### src/rtl/rsa_pkg.sv
// Shared definitions for the RSA modular exponentiation engine:
// FSM state encoding, key-select/mode constants and default widths.
package rsa_pkg;

  typedef enum logic [1:0] {
    ST_IDLE = 2'd0,
    ST_LOAD = 2'd1,
    ST_STEP = 2'd2,
    ST_OUT  = 2'd3
  } state_t;

  localparam logic MODE_ENC = 1'b0;
  localparam logic MODE_DEC = 1'b1;

  localparam int unsigned W_DEF  = 64;
  localparam int unsigned EW_DEF = 64;

endpackage

### src/rtl/rsa_modmul.sv
// Serial modular multiplier: r = a*b mod n by MSB-first interleaved shift-add,
// one multiplier bit per cycle. Requires a, b < n.
module rsa_modmul
  import rsa_pkg::*;
#(
  parameter int unsigned W = W_DEF
) (
  input  logic         clk,
  input  logic         rst,
  input  logic         start,
  input  logic [W-1:0] a,
  input  logic [W-1:0] b,
  input  logic [W-1:0] n,
  output logic         done,
  output logic [W-1:0] r
);

  localparam int unsigned CW = $clog2(W + 1);

  logic [W-1:0]  r_a;
  logic [W-1:0]  r_b;
  logic [W-1:0]  r_n;
  logic [W-1:0]  r_acc;
  logic [CW-1:0] r_cnt;
  logic          r_busy;
  logic          r_done;

  logic          w_bit;
  logic [W-1:0]  w_acc_in;
  logic [W-1:0]  w_b;
  logic [W-1:0]  w_n;
  logic [W-1:0]  w_step;

  // One interleaved iteration; accumulator headroom is two bits above W.
  function automatic logic [W-1:0] mm_step(input logic [W-1:0] acc,
                                           input logic         bit_a,
                                           input logic [W-1:0] bv,
                                           input logic [W-1:0] nv);
    logic [W+1:0] t;
    logic [W+1:0] n_ext;
    logic [W+1:0] b_ext;
    n_ext = {2'b00, nv};
    b_ext = {2'b00, bv};
    t     = {1'b0, acc, 1'b0};
    if (t >= n_ext) t = t - n_ext;
    if (bit_a) begin
      t = t + b_ext;
      if (t >= n_ext) t = t - n_ext;
    end
    return W'(t);
  endfunction

  // The start cycle already consumes the top bit of a, so W bits take W+1 cycles.
  always_comb begin
    w_bit    = start ? a[W-1] : r_a[W-1];
    w_acc_in = start ? '0 : r_acc;
    w_b      = start ? b : r_b;
    w_n      = start ? n : r_n;
    w_step   = mm_step(w_acc_in, w_bit, w_b, w_n);
  end

  always_ff @(posedge clk or posedge rst) begin
    if (rst) begin
      r_a    <= '0;
      r_b    <= '0;
      r_n    <= '0;
      r_acc  <= '0;
      r_cnt  <= '0;
      r_busy <= 1'b0;
      r_done <= 1'b0;
    end else begin
      r_done <= 1'b0;
      if (start) begin
        r_a    <= {a[W-2:0], 1'b0};
        r_b    <= b;
        r_n    <= n;
        r_acc  <= w_step;
        r_cnt  <= CW'(W - 1);
        r_busy <= (W != 1);
        r_done <= (W == 1);
      end else if (r_busy) begin
        r_a   <= {r_a[W-2:0], 1'b0};
        r_acc <= w_step;
        r_cnt <= r_cnt - CW'(1);
        if (r_cnt == CW'(1)) begin
          r_busy <= 1'b0;
          r_done <= 1'b1;
        end
      end
    end
  end

  assign done = r_done;
  assign r    = r_acc;

endmodule

### src/rtl/rsa_modexp_engine.sv
// RSA modular exponentiation engine: right-to-left binary exponentiation with
// concurrent square and multiply units, keyed by registered n, e and d.
module rsa_modexp_engine
  import rsa_pkg::*;
#(
  parameter int unsigned W  = W_DEF,
  parameter int unsigned EW = W
) (
  input  logic          clk,
  input  logic          rst,
  input  logic          mod_we,
  input  logic [W-1:0]  mod_data,
  input  logic          key_we,
  input  logic          key_sel,
  input  logic [EW-1:0] key_data,
  input  logic          in_valid,
  output logic          in_ready,
  input  logic          in_mode,
  input  logic [W-1:0]  in_data,
  output logic          out_valid,
  input  logic          out_ready,
  output logic [W-1:0]  out_data,
  output logic          out_err,
  output logic          busy
);

  state_t        r_state;
  state_t        w_state_nxt;

  logic [W-1:0]  r_n;
  logic [EW-1:0] r_key_e;
  logic [EW-1:0] r_key_d;
  logic [EW-1:0] r_exp;
  logic [W-1:0]  r_base;
  logic [W-1:0]  r_result;
  logic          r_err;
  logic          r_start;
  logic          r_out_valid;
  logic [W-1:0]  r_out_data;
  logic          r_out_err;

  logic          w_busy;
  logic          w_in_ready;
  logic          w_accept;
  logic          w_in_err;
  logic [EW-1:0] w_exp_shift;
  logic          w_sq_done;
  logic          w_mul_done;
  logic          w_step_done;
  logic [W-1:0]  w_sq_r;
  logic [W-1:0]  w_mul_r;

  assign w_busy      = (r_state != ST_IDLE);
  assign w_in_ready  = (r_state == ST_IDLE) && !rst;
  assign w_accept    = in_valid && w_in_ready;
  assign w_in_err    = (r_n < W'(2)) || (r_base >= r_n);
  assign w_exp_shift = r_exp >> 1;
  assign w_step_done = w_sq_done && w_mul_done;

  rsa_modmul #(.W(W)) u_square (
    .clk   (clk),
    .rst   (rst),
    .start (r_start),
    .a     (r_base),
    .b     (r_base),
    .n     (r_n),
    .done  (w_sq_done),
    .r     (w_sq_r)
  );

  rsa_modmul #(.W(W)) u_multiply (
    .clk   (clk),
    .rst   (rst),
    .start (r_start),
    .a     (r_result),
    .b     (r_base),
    .n     (r_n),
    .done  (w_mul_done),
    .r     (w_mul_r)
  );

  always_ff @(posedge clk or posedge rst) begin
    if (rst) r_state <= ST_IDLE;
    else     r_state <= w_state_nxt;
  end

  always_comb begin
    w_state_nxt = r_state;
    case (r_state)
      ST_IDLE: if (w_accept) w_state_nxt = ST_LOAD;
      ST_LOAD: w_state_nxt = (w_in_err || (r_exp == '0)) ? ST_OUT : ST_STEP;
      ST_STEP: if (w_step_done) w_state_nxt = (w_exp_shift != '0) ? ST_STEP : ST_OUT;
      ST_OUT:  if (r_out_valid && out_ready) w_state_nxt = ST_IDLE;
      default: w_state_nxt = ST_IDLE;
    endcase
  end

  // Datapath; out_valid is registered one cycle into OUT so errors and
  // exponent 0 report two cycles after accept.
  always_ff @(posedge clk or posedge rst) begin
    if (rst) begin
      r_n         <= '0;
      r_key_e     <= '0;
      r_key_d     <= '0;
      r_exp       <= '0;
      r_base      <= '0;
      r_result    <= '0;
      r_err       <= 1'b0;
      r_start     <= 1'b0;
      r_out_valid <= 1'b0;
      r_out_data  <= '0;
      r_out_err   <= 1'b0;
    end else begin
      r_start <= 1'b0;
      if (!w_busy) begin
        if (mod_we) r_n <= mod_data;
        if (key_we) begin
          if (key_sel == MODE_DEC) r_key_d <= key_data;
          else                     r_key_e <= key_data;
        end
      end
      case (r_state)
        ST_IDLE: begin
          if (w_accept) begin
            r_base   <= in_data;
            r_result <= W'(1);
            r_exp    <= (in_mode == MODE_DEC) ? r_key_d : r_key_e;
            r_err    <= 1'b0;
          end
        end
        ST_LOAD: begin
          r_err <= w_in_err;
          if (!w_in_err && (r_exp != '0)) r_start <= 1'b1;
        end
        ST_STEP: begin
          if (w_step_done) begin
            if (r_exp[0]) r_result <= w_mul_r;
            r_base <= w_sq_r;
            r_exp  <= w_exp_shift;
            if (w_exp_shift != '0) r_start <= 1'b1;
          end
        end
        ST_OUT: begin
          if (!r_out_valid) begin
            r_out_valid <= 1'b1;
            r_out_data  <= r_err ? '0 : r_result;
            r_out_err   <= r_err;
          end else if (out_ready) begin
            r_out_valid <= 1'b0;
            r_out_data  <= '0;
            r_out_err   <= 1'b0;
          end
        end
        default: ;
      endcase
    end
  end

  assign in_ready  = w_in_ready;
  assign busy      = w_busy;
  assign out_valid = r_out_valid;
  assign out_data  = r_out_data;
  assign out_err   = r_out_err;

endmodule

### config.mk
export PLATFORM = sky130hd
export DESIGN_NAME = rsa_modexp_engine
export DESIGN_NICKNAME = d
export VERILOG_FILES = /design/src/rtl/rsa_pkg.sv /design/src/rtl/rsa_modmul.sv /design/src/rtl/rsa_modexp_engine.sv
export SDC_FILE = /design/constraint.sdc
export NUM_CORES = 2
export LEC_CHECK = 0
export CORE_ASPECT_RATIO = 0.6
export CORE_MARGIN = 2
export CORE_UTILIZATION = 35
export CTS_BUF_LIST = sky130_fd_sc_hd__clkbuf_8
export DETAILED_ROUTE_END_ITERATION = 16
export PLACE_DENSITY = 0.5
export SLEW_MARGIN = 20
export SYNTH_ARGS = -nofsm -noshare
export SYNTH_HDL_FRONTEND = slang
export SYNTH_HIERARCHICAL = 1
export SYNTH_SLANG_ARGS = --single-unit
### constraint.sdc
create_clock -name clk -period 25.9 [get_ports clk]
set_clock_uncertainty 0.05 [all_clocks]
set_input_delay 5.18 -clock clk [delete_from_list [all_inputs] [get_ports clk]]
set_output_delay 5.18 -clock clk [all_outputs]
set_load 0.05 [all_outputs]
==> impl_metrics.py <==
metrics = {
    "setup_path": {
        "slowest_delay_ns": 0.93,
        "arrival_ns": 15.98,
        "required_ns": 26.64,
        "worst-path-buf-inv": 6,
        "end_kind": "flop",
        "critPathTopFamily": "compound AO/OA/AOI/OAI gates",
        "worst-setup-path-type": "flop to flop",
        "crit_top_cell": "buf_4",
        "path_max_fanout": 123,
        "cp-start-kind": "flop",
        "crit_path_top_delay_cell": "buf_4",
    },
    "floorplan": {
        "die_width_um": 576,
        "start_util": 0.353,
        "io_pins": 268,
        "design.die.area_um2": 200000,
        "die_h_um": 347,
        "rows": 125,
        "coreArea_um2": 194000,
    },
    "placement": {
        "port_buffers": 267,
        "place_area_um2": 73500,
        "gp_congestion": 0.979,
        "dp_hpwl_um": 204000,
    },
    "global_route": {
        "grt_pass1_vias": 57600,
        "grt_max_degree": 198,
        "grt.total_usage": 0.258,
        "antenna_found_initial": 14,
        "grt_pass1_wl_um": 389000,
        "gr-total-overflow": 0,
    },
    "timing": {
        "worstMarginPinSlew_ns": 1.38,
        "fin_setup_tns_ns": 0,
        "relSlewSlack": 0.0750,
        "fmax_ghz": 0.0656,
        "drv_slew": 0,
        "rsz0062_at_grt": "no",
        "period_share": 0.589,
        "hold_viol_final": 0,
        "setup_violations": 0,
        "finalCriticalPeriod_ns": 15.24,
    },
    "routing": {
        "wire_per_inst_um": 24.9,
        "drtPass1Iterations": 7,
        "vias": 60200,
        "wl_um": 264000,
        "drt_iter0_drc": 6418,
        "drc": 0,
        "via_per_inst": 5.66,
        "ant_nets": 0,
    },
    "cells_and_area": {
        "stdcell_area_um2": 77000,
        "final_common_cell": "nand2_1",
        "final_cell_mix": "nand2_1 (1068), dfrtp_1 (979), o21ai_0 (722), a21oi_1 (648), ha_1 (455)",
        "nNetsFinal": 8570,
        "area_growth_pct": 12.2,
        "drive_above_1_share": 0.0947,
    },
    "synthesis": {
        "yosysWarnings": 6,
        "syn_inst": 7837,
        "synth_nets": 8499,
        "yosysSeqAreaShare": 0.358,
        "syn_area_per_cell_um2": 8.76,
        "syn_area_um2": 68600,
        "async_flop_share": 1.00,
        "synth_seq_cells": 982,
        "synth_cell_types": 108,
        "synth_ff_type": "dfrtp_1",
        "synth_edf_count": 0,
    },
    "clock_network": {
        "post_cts_buffers": 0,
        "cts.sinks": 982,
        "postCtsHoldBufs": 0,
        "cts_buffers": 173,
        "cts_tree": "yes",
        "h-tree-depth": 4,
        "clockRootBuffer": "clkbuf_8",
        "clk_pin_slew_ns": 0.07,
        "clock_latency_ns": 0.96,
        "ctsResizeCount": 0,
        "max-clock-path-buffers": 4,
    },
    "job": {
        "cap_violations": 0,
    },
    "hold_path": {
        "hold_path_class": "flop to flop",
    },
    "run_status": {
        "status": "completed",
    },
}
[final timing paths]
check | from | end | slack (ns) | cells past startpoint
max | r_start | u_multiply/r[24] | 10.66 | 38
min | out_data[29] | out_data[29] | 0.43 | 2
max reg2reg | r_start | u_multiply/r[24] | 10.66 | 38
min reg2reg | out_data[29] | out_data[29] | 0.43 | 2
max in group asynchronous | rst | r_n[57] | 18.47 | 4
min in group asynchronous | rst | r_result[21] | 5.22 | 2
[cell usage after synthesis (all sizes together) (7+ instances only)]
master   number  area share
and3         29      0.0026
o31ai        55      0.0065
o21a         39      0.0043
dfrtp       982        0.36
mux2        360       0.059
o41ai        12      0.0016
clkbuf      343       0.019
ha          456       0.083
or2          15      0.0014
a41oi         9      0.0011
o211a         7      0.0010
a211o         8      0.0010
buf         104      0.0086
o211ai       47      0.0053
a21oi       653       0.048
xor2        149       0.019
and2         25      0.0023
a22oi        10      0.0011
nand2b       46      0.0042
nor3b        11      0.0012
xnor2       226       0.029
and4         23      0.0029
a31oi        91      0.0083
o22ai        70      0.0064
nand3       105      0.0077
a221o        10      0.0015
nor3        118      0.0094
o221ai       13      0.0017
a2111oi      10      0.0016
nor4         51      0.0046
inv         331       0.018
nand4       135       0.013
or3          18      0.0016
o2111ai      11      0.0014
o21ai       779       0.057
a21boi       22      0.0024
a211oi       65      0.0074
a31o          8      0.0010
mux2i       406       0.059
a21o        174       0.019
nand2      1072       0.059
o21bai       80      0.0088
nor2        391       0.021
a221oi       20      0.0027
nor2b       156       0.014
[through the flow]
step           hold WS [ns]   util  worst slack, ns  instances
6_report              0.430  0.396            10.66      10600
5_1_grt               0.465  0.396            10.07      10600
4_1_cts               0.437  0.396            11.38      10600
3_5_place_dp          0.422  0.378            11.49      10300
3_3_place_gp          0.419  0.378            11.57      10300
2_1_floorplan         0.400      -             8.00       7837
[logic make-up (layout without fill, tap and decap cells)]
| family | Yosys count | after routing | share of synthesized area |
|---|---|---|---|
| other cells | 0 | 3 | 0 |
| xor+xnor | 375 | 375 | 0.0479 |
| flops | 982 | 982 | 0.358 |
| compound gates | 2250 | 2250 | 0.197 |
| mux | 766 | 766 | 0.118 |
| simple gates | 2223 | 2223 | 0.148 |
| buf+inv | 779 | 966 | 0.0455 |
| fa+ha+maj | 462 | 462 | 0.0849 |
[layer usage]
metal	vias to the layer above	part of all wire	wire, um	track usage
met5	-	0.00013	35	0
met4	6	0.025	6630	0.0659
met3	341	0.086	22700	0.0593
met2	2330	0.40	105000	0.358
met1	29400	0.49	130000	0.394
li1	28200	-	-	-
[worst register-to-register path: cells and delay by family, from the launching register on]
kind	cells	cell delay (ns)
compound gates	17	5.25
mux	1	0.36
flops	1	0.89
fa+ha+maj	3	1.13
xor+xnor	1	0.13
buf+inv	6	3.66
simple gates	10	3.64
[state kept, by name, indices dropped and copies added, names as in the netlist, 2 cells and up]
| name | flops |
|---|---|
| r_n | 64 |
| u_multiply/r | 64 |
| r_key_e | 64 |
| u_multiply/r_cnt | 7 |
| r_result | 64 |
| u_square/r_n | 64 |
| r_base | 64 |
| r_key_d | 64 |
| u_square/r_b | 64 |
| u_square/r | 64 |
| r_exp | 64 |
| r_state | 2 |
| out_data | 64 |
| u_square/r_a | 63 |
| u_multiply/r_a | 63 |
| u_multiply/r_n | 64 |
| u_multiply/r_b | 64 |
| u_square/r_cnt | 7 |
[layout make-up]
type | count | area, um2
fill | 19800 | 117000
multi-input combinational | 6076 | 41100
clock inverter | 79 | 527
sequential | 982 | 24600
timing repair buffer | 343 | 3330
antenna | 3 | 7.51
tap | 2603 | 3260
clock buffer | 212 | 2920
inverter | 332 | 1270
Power is not shown: default switching activity piles up to over one toggle a cycle in this logic, so the estimate is an artifact.
